### src/rtl/slave_fifo_pkg.sv
// Shared constants and helpers for the parametrised MCDF slave FIFO.
package slave_fifo_pkg;

  localparam int DEFAULT_DATA_W = 32;
  localparam int DEFAULT_PTR_W  = 3;

  localparam bit FIFO_MODE_STD  = 1'b0;
  localparam bit FIFO_MODE_FWFT = 1'b1;

  function automatic int fifo_depth(input int ptr_w);
    return 1 << ptr_w;
  endfunction

endpackage

### src/rtl/slave_fifo_ram.sv
// DEPTH x DATA_W storage: synchronous write, asynchronous read, entries reset to zero.
module slave_fifo_ram
  import slave_fifo_pkg::*;
#(
  parameter int DATA_W = DEFAULT_DATA_W,
  parameter int PTR_W  = DEFAULT_PTR_W
) (
  input  logic              clk,
  input  logic              rst,
  input  logic              we,
  input  logic [PTR_W-1:0]  waddr,
  input  logic [DATA_W-1:0] wdata,
  input  logic [PTR_W-1:0]  raddr,
  output logic [DATA_W-1:0] rdata
);

  localparam int DEPTH = fifo_depth(PTR_W);

  logic [DATA_W-1:0] mem [DEPTH];

  always_ff @(posedge clk or posedge rst) begin
    if (rst) begin
      for (int i = 0; i < DEPTH; i++) begin
        mem[i] <= '0;
      end
    end else if (we) begin
      mem[waddr] <= wdata;
    end
  end

  assign rdata = mem[raddr];

endmodule

### src/rtl/slave_fifo_param.sv
// Parametrised slave FIFO: pointers, occupancy, watermarks, flush and the
// standard / first-word-fall-through read path around slave_fifo_ram.
module slave_fifo_param
  import slave_fifo_pkg::*;
#(
  parameter int DATA_W   = DEFAULT_DATA_W,
  parameter int PTR_W    = DEFAULT_PTR_W,
  parameter bit FWFT     = FIFO_MODE_STD,
  parameter int AF_LEVEL = 6,
  parameter int AE_LEVEL = 2
) (
  input  logic              clk,
  input  logic              rst,
  input  logic              flush,
  input  logic              uplink_valid,
  input  logic [DATA_W-1:0] data_in,
  output logic              uplink_ready,
  input  logic              downlink_valid,
  output logic              downlink_ready,
  output logic [DATA_W-1:0] data_out,
  output logic [PTR_W:0]    fifo_count,
  output logic [PTR_W:0]    fifo_slack,
  output logic              almost_full,
  output logic              almost_empty
);

  localparam int               DEPTH     = fifo_depth(PTR_W);
  localparam logic [PTR_W:0]   DEPTH_CNT = (PTR_W+1)'(DEPTH);
  localparam logic [PTR_W:0]   AF_CNT    = (PTR_W+1)'(AF_LEVEL);
  localparam logic [PTR_W:0]   AE_CNT    = (PTR_W+1)'(AE_LEVEL);
  localparam logic [PTR_W-1:0] PTR_ONE   = PTR_W'(1);
  localparam logic [PTR_W:0]   CNT_ONE   = (PTR_W+1)'(1);

  logic [PTR_W-1:0]  wr_ptr;
  logic [PTR_W-1:0]  rd_ptr;
  logic [PTR_W:0]    count;
  logic              push;
  logic              pop;
  logic [DATA_W-1:0] rd_data;

  // Handshake: a transfer happens on an edge where valid && ready. Ready is a
  // function of registered occupancy and flush only, never of the valids, so
  // a full FIFO refuses a same-cycle push and an empty one refuses a pop.
  assign uplink_ready   = !flush && (count != DEPTH_CNT);
  assign downlink_ready = !flush && (count != '0);
  assign push           = uplink_valid && uplink_ready;
  assign pop            = downlink_valid && downlink_ready;

  always_ff @(posedge clk or posedge rst) begin
    if (rst) begin
      wr_ptr <= '0;
      rd_ptr <= '0;
      count  <= '0;
    end else if (flush) begin
      wr_ptr <= '0;
      rd_ptr <= '0;
      count  <= '0;
    end else begin
      if (push) wr_ptr <= wr_ptr + PTR_ONE;
      if (pop)  rd_ptr <= rd_ptr + PTR_ONE;
      case ({push, pop})
        2'b10:   count <= count + CNT_ONE;
        2'b01:   count <= count - CNT_ONE;
        default: ;
      endcase
    end
  end

  slave_fifo_ram #(
    .DATA_W (DATA_W),
    .PTR_W  (PTR_W)
  ) u_ram (
    .clk   (clk),
    .rst   (rst),
    .we    (push),
    .waddr (wr_ptr),
    .wdata (data_in),
    .raddr (rd_ptr),
    .rdata (rd_data)
  );

  assign fifo_count   = count;
  assign fifo_slack   = DEPTH_CNT - count;
  assign almost_full  = (count >= AF_CNT);
  assign almost_empty = (count <= AE_CNT);

  generate
    if (FWFT == FIFO_MODE_FWFT) begin : g_fwft
      // Head word is shown directly; an empty FIFO presents zero.
      assign data_out = (count != '0) ? rd_data : '0;
    end else begin : g_std
      logic [DATA_W-1:0] data_q;

      always_ff @(posedge clk or posedge rst) begin
        if (rst) begin
          data_q <= '0;
        end else if (flush) begin
          data_q <= '0;
        end else if (pop) begin
          data_q <= rd_data;
        end
      end

      assign data_out = data_q;
    end
  endgenerate

endmodule

### config.mk
export PLATFORM = sky130hd
export DESIGN_NAME = slave_fifo_param
export DESIGN_NICKNAME = d
export VERILOG_FILES = /design/src/rtl/slave_fifo_pkg.sv /design/src/rtl/slave_fifo_ram.sv /design/src/rtl/slave_fifo_param.sv
export SDC_FILE = /design/constraint.sdc
export NUM_CORES = 1
export LEC_CHECK = 0
export ABC_AREA = 1
export BUFFER_PORTS_ARGS = -buffer_cell sky130_fd_sc_hd__buf_2
export CORE_MARGIN = 3
export CORE_UTILIZATION = 40
export CTS_CLUSTER_SIZE = 40
export DETAILED_ROUTE_END_ITERATION = 8
export PLACE_DENSITY = 0.63
export SLEW_MARGIN = 20
export SYNTH_ARGS = -nofsm -noshare
export SYNTH_HDL_FRONTEND = slang
export SYNTH_SLANG_ARGS = --single-unit
### constraint.sdc
create_clock -name clk -period 25.3 [get_ports clk]
set_input_delay 2.53 -clock clk [delete_from_list [all_inputs] [get_ports clk]]
set_output_delay 2.53 -clock clk [all_outputs]
set_load 0.02 [all_outputs]
**Yosys cells after proc, flatten, opt, wreduce, memory -nomap -nowiden**

Cells that the tools add are included.

- $add $sub $neg: 5
- Order comparisons: 5
- Equal/unequal tests: 3
- Mux-type cells: 14
- Bitwise logic cells: 2
- Reduce and logical (&&, ||, !) cells: 10

Operator list:

| kind | number |
|---|---|
| $bwmux 256 | 1 |
| $mux 32 | 5 |
| $bmux 32 s3 | 1 |
| $demux 32 s3 | 1 |
| $mux 3 | 4 |
| $ge 4x4->1 const B | 2 |
| $not 3->4 | 2 |
| $pmux 4 s2 | 1 |
| $add 3x1->3 const B | 2 |
| $logic_and 1x1->1 | 5 |
| $add 4x1->4 const B | 1 |
| $ge 4x3->1 const B | 1 |
| $le 4x2->1 const B | 1 |
| $lt 4x1->1 const B | 1 |
| $mux 4 | 1 |
| $ne 4x4->1 const B | 1 |
| $reduce_bool 2->1 | 2 |
| $reduce_bool 4->1 | 1 |
| $sub 4x1->4 const B | 1 |
| $sub 4x4->4 const A | 1 |
| $reduce_bool 3->1 | 1 |
| $eq 2x1->1 const B | 1 |
| $eq 2x2->1 const B | 1 |
| $logic_not 1->1 | 1 |

- Bits in registers: 298
- Input port bits: 37
- Output and inout bits: 44
- Logic and storage cells: 51

**Longest topological paths before layout**

Gate-level depths: netlist of the first run.

- Depth after elaboration: 6
- Depth in mapped cells: 14
- Depth with buffers taken out: 14

**Modules after synthesis**

Synthesis of the first run repeated with hierarchy kept, for this count alone.

- Cell total of the unflattened synthesis: 1873
- Area total of the unflattened synthesis: 14288.7 µm²

By module, submodules not included:

| module | times used | cells each | area each (µm²) | seq. area each (µm²) |
|---|---|---|---|---|
| slave_fifo_ram | 1 | 1717 | 12464.5 | 6406.1 |
| slave_fifo_param | 1 | 156 | 1824.2 | 1051.0 |

**Worst setup path before layout of the first run**

OpenSTA, ideal clock, no wires.

- Path type: input -> output
- Start: input flush
- End: output downlink_ready
- Data arrival time: 2.849 ns
- Data required time: 22.770 ns
- Slack: 19.921 ns
- Stages: 3
- Buffers on the path: 0
- Path through: inv_1 > nand2_1 > inv_1

- Word-level cells in the longest chain between the ends: 2

RTL lines:

| what | RTL line | source |
|---|---|---|
| from (decl) | slave_fifo_param.sv:14 | `input logic flush,` |
| $logic_not 1->1 | slave_fifo_param.sv:45 | `assign downlink_ready = !flush && (count != '0);` |
| $logic_and 1x1->1 | slave_fifo_param.sv:45 |  |
| to (decl) | slave_fifo_param.sv:19 | `output logic downlink_ready,` |

No other way between the ends.

**Worst setup path in the final report of the first run**

Same ends and word-level chain as after synthesis.

==> results.yml, run 1 <==
place:
  place_inst: 1927
  io_buffers: 80
  dp_hpwl_mm: 17.81
  gp_congestion: 0.7687
grt:
  grt_remaining_overflow: 0
  grt_pass1_vias: 10060
  grt_max_degree: 180
  antenna_found_initial: 2
  grt_usage_pct: 18.44
  grt_util_met1_pct: 26.55
  grt_first_pass_wirelength_mm: 53.53
  grt_busiest_layer: "met2"
  grt_util_met3_pct: 3.122
  grtUsageMet2_pct: 29.19
synth:
  synth_xor_area_share_pct: 0.3312
  synthTopCellsByCount: "298 x dfrtp_1, 264 x o21ai_0, 213 x nand2_1"
  netlist_area_mm2: 0.01322
  synth_top_family_by_area: "compound AO/OA/AOI/OAI gates"
  synth_edf_count: 0
  synthSimpleGateAreaFrac_pct: 12.65
  ys_ff_latch: 298
  postSynthCellCount: 1503
  ys.flop_type: "dfrtp_1"
  syn-num-nets: 1545
  yosys-top-cells-area: "dfrtp_1 56%, o21ai_0 10%, a21oi_1 6.7%"
  yosys_warnings: 0
  synthAdderAreaFrac_pct: 0.4732
  yosys.area.top_type: "dfrtp_1"
  yosys.area.top_type_share_pct: 56.40
  yosysMostFrequentCell: "dfrtp_1"
  yosysSeqAreaShare_pct: 56.40
  syn_area_per_cell_um2: 8.797
  synth_compound_area_share_pct: 22.44
  synth_mux_area_share_pct: 0
  synth_cell_types: 26
  async_reset_ff_share_pct: 100.0
clock_network:
  clockRootBuffer: "clkbuf_16"
  clock_latency_ns: 0.51
  cts.repair.resized: 0
  post_cts_buffers: 0
  cts_max_level: 2
  clk_path_buf_depth: 3
  path_clk_slew_ns: 0.06
  cts_tree: "yes"
  cts_sinks: 298
  cts_buffers: 34
  cts.hold.buffers_added: 0
detailed_routing:
  ant_nets: 0
  wirelength_mm: 32.58
  first_pass_iters: 5
  vias: 10300
  wl_per_cell_um: 16.41
  drt-vias-per-instance: 5.190
  drc_errors: 0
  drt_iter0_drc: 768
timing:
  final-setup-viol-count: 0
  max_slew_margin_pct: 29.42
  period_minus_slack_ns: 5.653
  holdWs_ns: 0.4752
  slew_viol_final: 0
  fmax_mhz: 176.9
  fin_skew_ns: 0.01604
  rsz0062_at_grt: "no"
  finalSetupTns_ns: 0
  finalCritPeriodShare_pct: 22.35
  worstMarginPinSlew_ns: 1.057
  finalHoldViolCount: 0
job:
  max-cap-violations: 0
power_and_ir_drop:
  pwr-share-seq_pct: 42.7
  ir_drop_mv: 0.04990
  powerDensity_mw_per_mm2: 112.9
  p_int_mw: 1.099
  switching_share_pct: 34.88
  combPwrFrac_pct: 28.4
  total_switching_power_uw: 588.7
  pwr-share-clk_pct: 28.9
  power.leakage_nw: 6.837
cells_and_area:
  final_cells: 1985
  drive_above_1_share_pct: 10.52
  num-nets-final: 1570
  num_antenna_cells: 0
  area_growth_pct: 13.04
setup_path:
  timing.rr.start: "fifo_count[1]"
  end_kind: "primary output"
  arrival_ns: 3.12
  start_kind: "input pin"
  crit_required_ns: 22.77
  cp_max_fo: 6
  crit_type: "in -> out"
  startpoint: "flush"
hold_path:
  hold_path.class: "reg -> reg"
  hold_start: "data_out[9]"
die:
  die_area_mm2: 0.03527
  coreArea_mm2: 0.03204
  num_rows: 65
  initial_core_util_pct: 41.26
  die_w_um: 187.8
  ios: 81
  dieHeight_um: 187.8
run_status:
  status: "completed"
-- worst max-delay path, cell delays in order --
cell and delay (ns):
buf_2 0.14, inv_1 0.13, nand2_1 0.12, inv_1 0.06
buf_2 0.15
-- final timing paths --
check / slack (ns) / cells after the start / to
min in group asynchronous: 2.21 / 2 / u_ram.mem[165]
max in group asynchronous: 21.62 / 3 / u_ram.mem[124]
max reg2reg: 22.29 / 10 / u_ram.mem[191]
min reg2reg: 0.48 / 2 / data_out[9]
min: 0.48 / 2 / data_out[9]
max: 19.65 / 5 / downlink_ready
-- metrics by stage --
step	total power [mW]	util [%]	cell area (um2)	setup slack [ns]
floorplan	1.071	-	13220	14.54
global placement	1.196	43.17	13830	19.64
detailed placement	1.211	43.17	13830	19.64
CTS	1.705	46.64	14950	19.64
global route	1.811	46.64	14950	19.59
finish	1.688	46.64	14950	19.65
-- logic make-up after synthesis --
group	Yosys count
AOI/OAI and AO/OA	541
xor gates and xnor gates	5
DFF	298
and+or+nand+nor	408
adders and majority gates	5
buffers and inverters	246
-- power by group through the flow --
| stage | clock (mW) | combinational, mW | sequential [mW] |
|---|---|---|---|
| global placement | 0 | 0.471 | 0.725 |
| global route | 0.518 | 0.551 | 0.741 |
| detailed placement | 0 | 0.482 | 0.729 |
| CTS | 0.498 | 0.485 | 0.721 |
| floorplan | 0 | 0.345 | 0.726 |
| finish | 0.488 | 0.479 | 0.721 |
-- cells in the final DEF (no fill, tap or decap), types with 3 or more instances in the layout --
| cell | count |
|---|---|
| dfrtp_1 | 295 |
| clkbuf_8 | 8 |
| buf_4 | 14 |
| nor2_1 | 161 |
| clkbuf_16 | 37 |
| nand3_1 | 22 |
| inv_2 | 3 |
| a32o_1 | 18 |
| o21ai_0 | 264 |
| xor2_1 | 3 |
| a21oi_1 | 177 |
| o21ai_1 | 15 |
| inv_1 | 136 |
| nor3_4 | 3 |
| buf_2 | 80 |
| ha_1 | 5 |
| nor4_4 | 3 |
| o211ai_1 | 64 |
| clkbuf_1 | 10 |
| nand2_1 | 212 |
-- state kept, by name, summed over array words and instances (netlist names) --
signal / flops
data_out: 32
fifo_count: 4
rd_ptr: 3
u_ram.mem: 256
wr_ptr: 3
-- routing by layer --
metal	share of wire [%]	wire length (um)	vias up
li1	-	-	5055
met1	48	15560	4935
met2	45	14650	265
met3	5.4	1755	44
met4	1.8	588	4
met5	0.064	21	-
-- cell type report --
class | instances | area [um2]
fillers | 3137 | 17100
well taps | 435 | 544.3
multi-input cells | 959 | 4763
clock buffers | 55 | 1074
inverters | 140 | 533.0
repair buffers | 95 | 525.5
flip-flops and latches | 298 | 7466
clock inverters | 3 | 40.04
Power figures use the tool's default switching activity.
==> inputs of run 2 (changes only) <==
--- a/config.mk
+++ b/config.mk
@@ -11,7 +11,7 @@
 export CORE_UTILIZATION = 40
 export CTS_CLUSTER_SIZE = 40
 export DETAILED_ROUTE_END_ITERATION = 8
-export PLACE_DENSITY = 0.63
+export PLACE_DENSITY = 0.65
 export SLEW_MARGIN = 20
 export SYNTH_ARGS = -nofsm -noshare
 export SYNTH_HDL_FRONTEND = slang
==> constraint.sdc (replaced) <==
create_clock -name clk -period 5.1 [get_ports clk]
set_input_delay 0.51 -clock clk [delete_from_list [all_inputs] [get_ports clk]]
set_output_delay 0.51 -clock clk [all_outputs]
set_load 0.02 [all_outputs]
==> run 2 against run 1 <==
Clock skew up 0.0061 ns. Clock power increased to 5.0 times the previous value. Sequential share of layout area shrank 0.30 points. Sequential cell count did not move. Utilization is 0.27 points higher. Die area stayed put. Global-route usage shrank 0.21 points. First-iteration DRC count decreased by 9.0%. Hold slack worse by 0.40 ns. Highest routed layer is now met4.
==> results.yml, run 2 (synthesis gave the netlist of run 1 again) <==
clock_network:
  cts.hold.buffers_added: 0
  cts_buffers: 30
  cts.repair.resized: 0
  cts_max_level: 1
  clock_latency_ns: 0.56
  clockRootBuffer: "clkbuf_16"
  path_clk_slew_ns: 0.06
  cts_tree: "yes"
  post_cts_buffers: 0
  cts_sinks: 298
  clk_path_buf_depth: 3
timing:
  finalCritPeriodShare_pct: 58.24
  finalSetupTns_ns: 0
  fin_skew_ns: 0.02218
  period_minus_slack_ns: 2.970
  fmax_mhz: 336.7
  rsz0062_at_grt: "no"
  final-setup-viol-count: 0
  max_slew_margin_pct: 26.65
  slew_viol_final: 0
  worstMarginPinSlew_ns: 1.099
  finalHoldViolCount: 0
grt:
  grt_pass1_vias: 10040
  grt_usage_pct: 18.23
  grt_first_pass_wirelength_mm: 53.05
  grt_max_degree: 189
  antenna_found_initial: 0
  grt_remaining_overflow: 0
setup_path:
  rrSetupSlack_ns: 2.13
  crit_type: "reg -> reg"
  critPathMaxStageDelay_ns: 0.64
  end_kind: "flip-flop"
  arrival_ns: 3.44
  crit_required_ns: 5.57
  cp_max_fo: 47
  ff2ff_path_depth: 10
  cp_slowest_cell: "nor3_4"
  start_kind: "flip-flop"
  crit_chain: "inv_1 > ha_1 > nand3_2 > nand3_4 > nor2_2 > inv_2 > nor3_4 > buf_4 > nor2_1 > a21oi_1"
power_and_ir_drop:
  powerDensity_mw_per_mm2: 562.0
  power.leakage_nw: 6.872
  ir_drop_mv: 0.3030
  finalPower_mw: 8.448
die:
  coreArea_mm2: 0.03204
  initial_core_util_pct: 41.26
  die_area_mm2: 0.03527
  num_rows: 65
  dieHeight_um: 187.8
  ios: 81
  die_w_um: 187.8
cells_and_area:
  num-nets-final: 1570
  largest_reg_flops: 256
  final_common_cell: "dfrtp_1"
  area_growth_pct: 13.70
  drive_above_1_share_pct: 10.84
  final_cells: 1985
  num_antenna_cells: 0
  top_register: "u_ram.mem"
  final_cell_mix: "296 x dfrtp_1, 264 x o21ai_0, 212 x nand2_1"
detailed_routing:
  drc_errors: 0
  wl_per_cell_um: 16.41
  wirelength_mm: 32.58
  drt-vias-per-instance: 5.188
  vias: 10300
  drt_iter0_drc: 699
  ant_nets: 0
  first_pass_iters: 5
hold_path:
  hold_path.class: "in -> async"
place:
  gp_congestion: 0.7933
  io_buffers: 80
  place_inst: 1929
  dp_hpwl_mm: 18.05
job:
  max-cap-violations: 0
run_status:
  status: "completed"
==> run 2: path summary, 6_finish.rpt <==
kind                                from             end
setup / recovery           fifo_count[1]  u_ram.mem[175]
hold / removal                       rst   u_ram.mem[40]
setup reg to reg           fifo_count[1]  u_ram.mem[175]
hold reg to reg             data_out[16]    data_out[16]
max in group asynchronous            rst  u_ram.mem[215]
min in group clk              data_in[9]   u_ram.mem[73]
==> run 2: power breakdown <==
group	switching, mW	internal [mW]
clock network	0.914	1.54
registers	0.484	3.13
logic	1.53	0.854
total	2.93	5.52
==> run 2: layer usage <==
metal	part of all wire, %	GRT usage [%]
met1	47	25.35
met2	46	30.45
met3	4.1	2.486
met5	0	0
met4	2.1	4.329
==> run 2: worst max-delay path, delay by kind of cell, from the launching register on <==
family,cells,cell delay (ns)
and+or+nand+nor,5,1.19
buffers and inverters,3,0.83
DFF,1,0.44
adders and majority gates,1,0.25
AOI/OAI and AO/OA,1,0.14
==> run 2: area by class of cell <==
cell class | instances | area (um2)
tap | 435 | 544.3
multi-input combinational | 959 | 4768
clock inverter | 13 | 245.2
timing repair buffer | 99 | 608.1
fill | 3135 | 17010
clock buffer | 41 | 873.3
sequential | 298 | 7465
inverter | 140 | 529.3
==> run 2: stage by stage <==
step                      utilization [%]  area (um2)  hold slack (ns)  setup slack [ns]
after global routing                46.92       15030          0.09616             1.883
after CTS                           46.74       14980           0.1765             2.168
final                               46.92       15030          0.07433             2.130
after global placement              43.25       13860           0.4622             2.323
after floorplan                         -       13230           0.4478            0.6309
after detailed placement            43.25       13860           0.4622             2.214
==> inputs of run 3 (changes only) <==
--- a/config.mk
+++ b/config.mk
@@ -11,7 +11,7 @@
 export CORE_UTILIZATION = 40
 export CTS_CLUSTER_SIZE = 40
 export DETAILED_ROUTE_END_ITERATION = 8
-export PLACE_DENSITY = 0.65
+export PLACE_DENSITY = 0.63
 export SLEW_MARGIN = 20
 export SYNTH_ARGS = -nofsm -noshare
 export SYNTH_HDL_FRONTEND = slang
==> constraint.sdc (replaced) <==
create_clock -name clk -period 2.81 [get_ports clk]
set_input_delay 0.281 -clock clk [delete_from_list [all_inputs] [get_ports clk]]
set_output_delay 0.281 -clock clk [all_outputs]
set_load 0.02 [all_outputs]
==> run 3 against run 2 <==
The run now ends with hold timing left. Final area is 2.6% higher. Sequential share of layout area is 1.3 points lower. Global-route usage is 0.15 points higher.
==> results.yml, run 3 (synthesis gave the netlist of run 1 again) <==
run_status:
  status: "complete, but fails checks"
  failed_checks: "hold timing"
cells_and_area:
  final_common_cell: "dfrtp_1"
  largest_reg_flops: 256
  regArea_mm2: 0.007466
  drive_above_1_share_pct: 10.89
  fillers: 3126
  final_cells: 2023
  num-nets-final: 1606
  area_growth_pct: 16.68
  top_register: "u_ram.mem"
  final_cell_mix: "295 x dfrtp_1, 264 x o21ai_0, 212 x nand2_1"
  num_antenna_cells: 0
  multi_input_area_mm2: 0.004768
clock_network:
  cts_max_level: 1
  path_clk_slew_ns: 0.06
  clock_latency_ns: 0.56
  cts_sinks: 298
  cts_buffers: 31
  cts.repair.resized: 0
  clockRootBuffer: "clkbuf_16"
  cts_tree: "yes"
  clk_path_buf_depth: 3
detailed_routing:
  first_pass_iters: 6
  wirelength_mm: 32.71
  ant_nets: 0
  vias: 10430
  drt_iter0_drc: 840
  wl_per_cell_um: 16.17
  drc_errors: 0
  drt-vias-per-instance: 5.157
setup_path:
  rrSetupSlack_ns: 0.62
  ff2ff_path_depth: 9
  arrival_ns: 2.62
  end_kind: "flip-flop"
  cp_max_fo: 46
  crit_type: "reg -> reg"
  cp_slowest_cell: "dfrtp_1"
  critPathMaxStageDelay_ns: 0.42
  start_kind: "flip-flop"
  startpoint: "fifo_count[1]"
  crit_family: "simple AND/OR/NAND/NOR gates"
  path_buf_inv: 3
  crit_cells: 9
  crit_required_ns: 3.24
  timing.rr.start: "fifo_count[1]"
  reg2reg_to: "u_ram.mem[2]"
  crit_chain: "inv_1 > ha_1 > nand3_2 > nand3_4 > inv_1 > nand3_2 > buf_12 > nand2_1 > o21ai_0"
  setup.worst_path.end: "u_ram.mem[2]"
grt:
  grt_first_pass_wirelength_mm: 53.61
  antenna_found_initial: 0
  grt_remaining_overflow: 0
  grt_max_degree: 153
  grt_usage_pct: 18.38
  grt_pass1_vias: 10200
die:
  dieHeight_um: 187.8
  die_w_um: 187.8
  ios: 81
  initial_core_util_pct: 41.26
  die_area_mm2: 0.03527
  coreArea_mm2: 0.03204
  num_rows: 65
power_and_ir_drop:
  ir_drop_mv: 0.5536
  finalPower_mw: 15.19
  power.leakage_nw: 7.032
  powerDensity_mw_per_mm2: 984.9
timing:
  worstMarginPinSlew_ns: 0.8789
  finalCritPeriodShare_pct: 77.97
  holdWs_ns: -0.06838
  max_slew_margin_pct: 41.41
  slew_viol_final: 0
  final-setup-viol-count: 0
  period_minus_slack_ns: 2.191
  fmax_mhz: 456.4
  rsz0062_at_grt: "no"
  fin_skew_ns: 0.01407
  finalHoldViolCount: 45
place:
  dp_hpwl_mm: 18.16
  io_buffers: 80
  gp_congestion: 0.8083
  place_inst: 1934
job:
  max-cap-violations: 0
hold_path:
  hold_path.class: "in -> async"
[run 3: changes by cell type in the layout (fill, tap and decap cells not counted), sizes merged]
cell / delta
inv: +2
bufinv: -3
clkinvlp: -2
dlygate4sd3: +32
clkbuf: +2
buf: +3
clkinv: +4
[run 3: worst min-delay path by stage]
stage	start	end	slack [ns]
final	rst	u_ram.mem[101]	-0.07
after global routing	rst	u_ram.mem[165]	0.04
after CTS	rst	u_ram.mem[192]	0.03
after detailed placement	data_out[15]	data_out[15]	0.47
after global placement	u_ram.mem[32]	u_ram.mem[32]	0.46
after floorplan	data_in[0]	u_ram.mem[128]	0.40
[run 3: worst reg2reg max path, delay by kind of cell (launching register included)]
kind,cells,cell delay (ns)
buf+inv,3,0.60
compound gates,1,0.08
fa+ha+maj,1,0.24
simple gates,4,0.72
flops,1,0.42
[run 3: per-stage QoR]
step	TNS [ns]	setup WS, ns	instance area, um2	util, %
after CTS	0	0.5902	15430	48.15
after global placement	0	0.7217	14050	43.84
final	0	0.6191	15430	48.15
after global routing	0	0.3885	15430	48.15
after detailed placement	0	0.6256	14050	43.84
after floorplan	-426.16	-1.430	13230	-
[run 3: report_power, final]
part           internal [mW]  total [mW]  switching, mW
registers               5.67        6.49          0.819
clock network           2.55        4.25           1.70
logic                   1.65        4.46           2.81
total                   9.87        15.2           5.32
[run 3: repair_timing]
| action | CTS | global route |
|---|---|---|
| hold buffers | 32 | 0 |
| endpoints found under the hold margin | 77 | 0 |
| setup buffers | 0 | 0 |
[run 3: layout make-up]
type / instances / area share [%]
clock inverters: 14 / 1.152
clock buffers: 43 / 5.710
multi-input cells: 959 / 30.91
flip-flops and latches: 298 / 48.39
inverters: 140 / 3.431
well taps: 435 / 3.528
repair buffers: 134 / 6.878
[run 3: per-layer routing]
layer	share of wire [%]	wire length (um)	track usage (%)
met5	0	0	0
met4	1.9	614	3.867
met3	3.9	1290	2.318
met2	46	15200	30.19
met1	48	15600	26.33
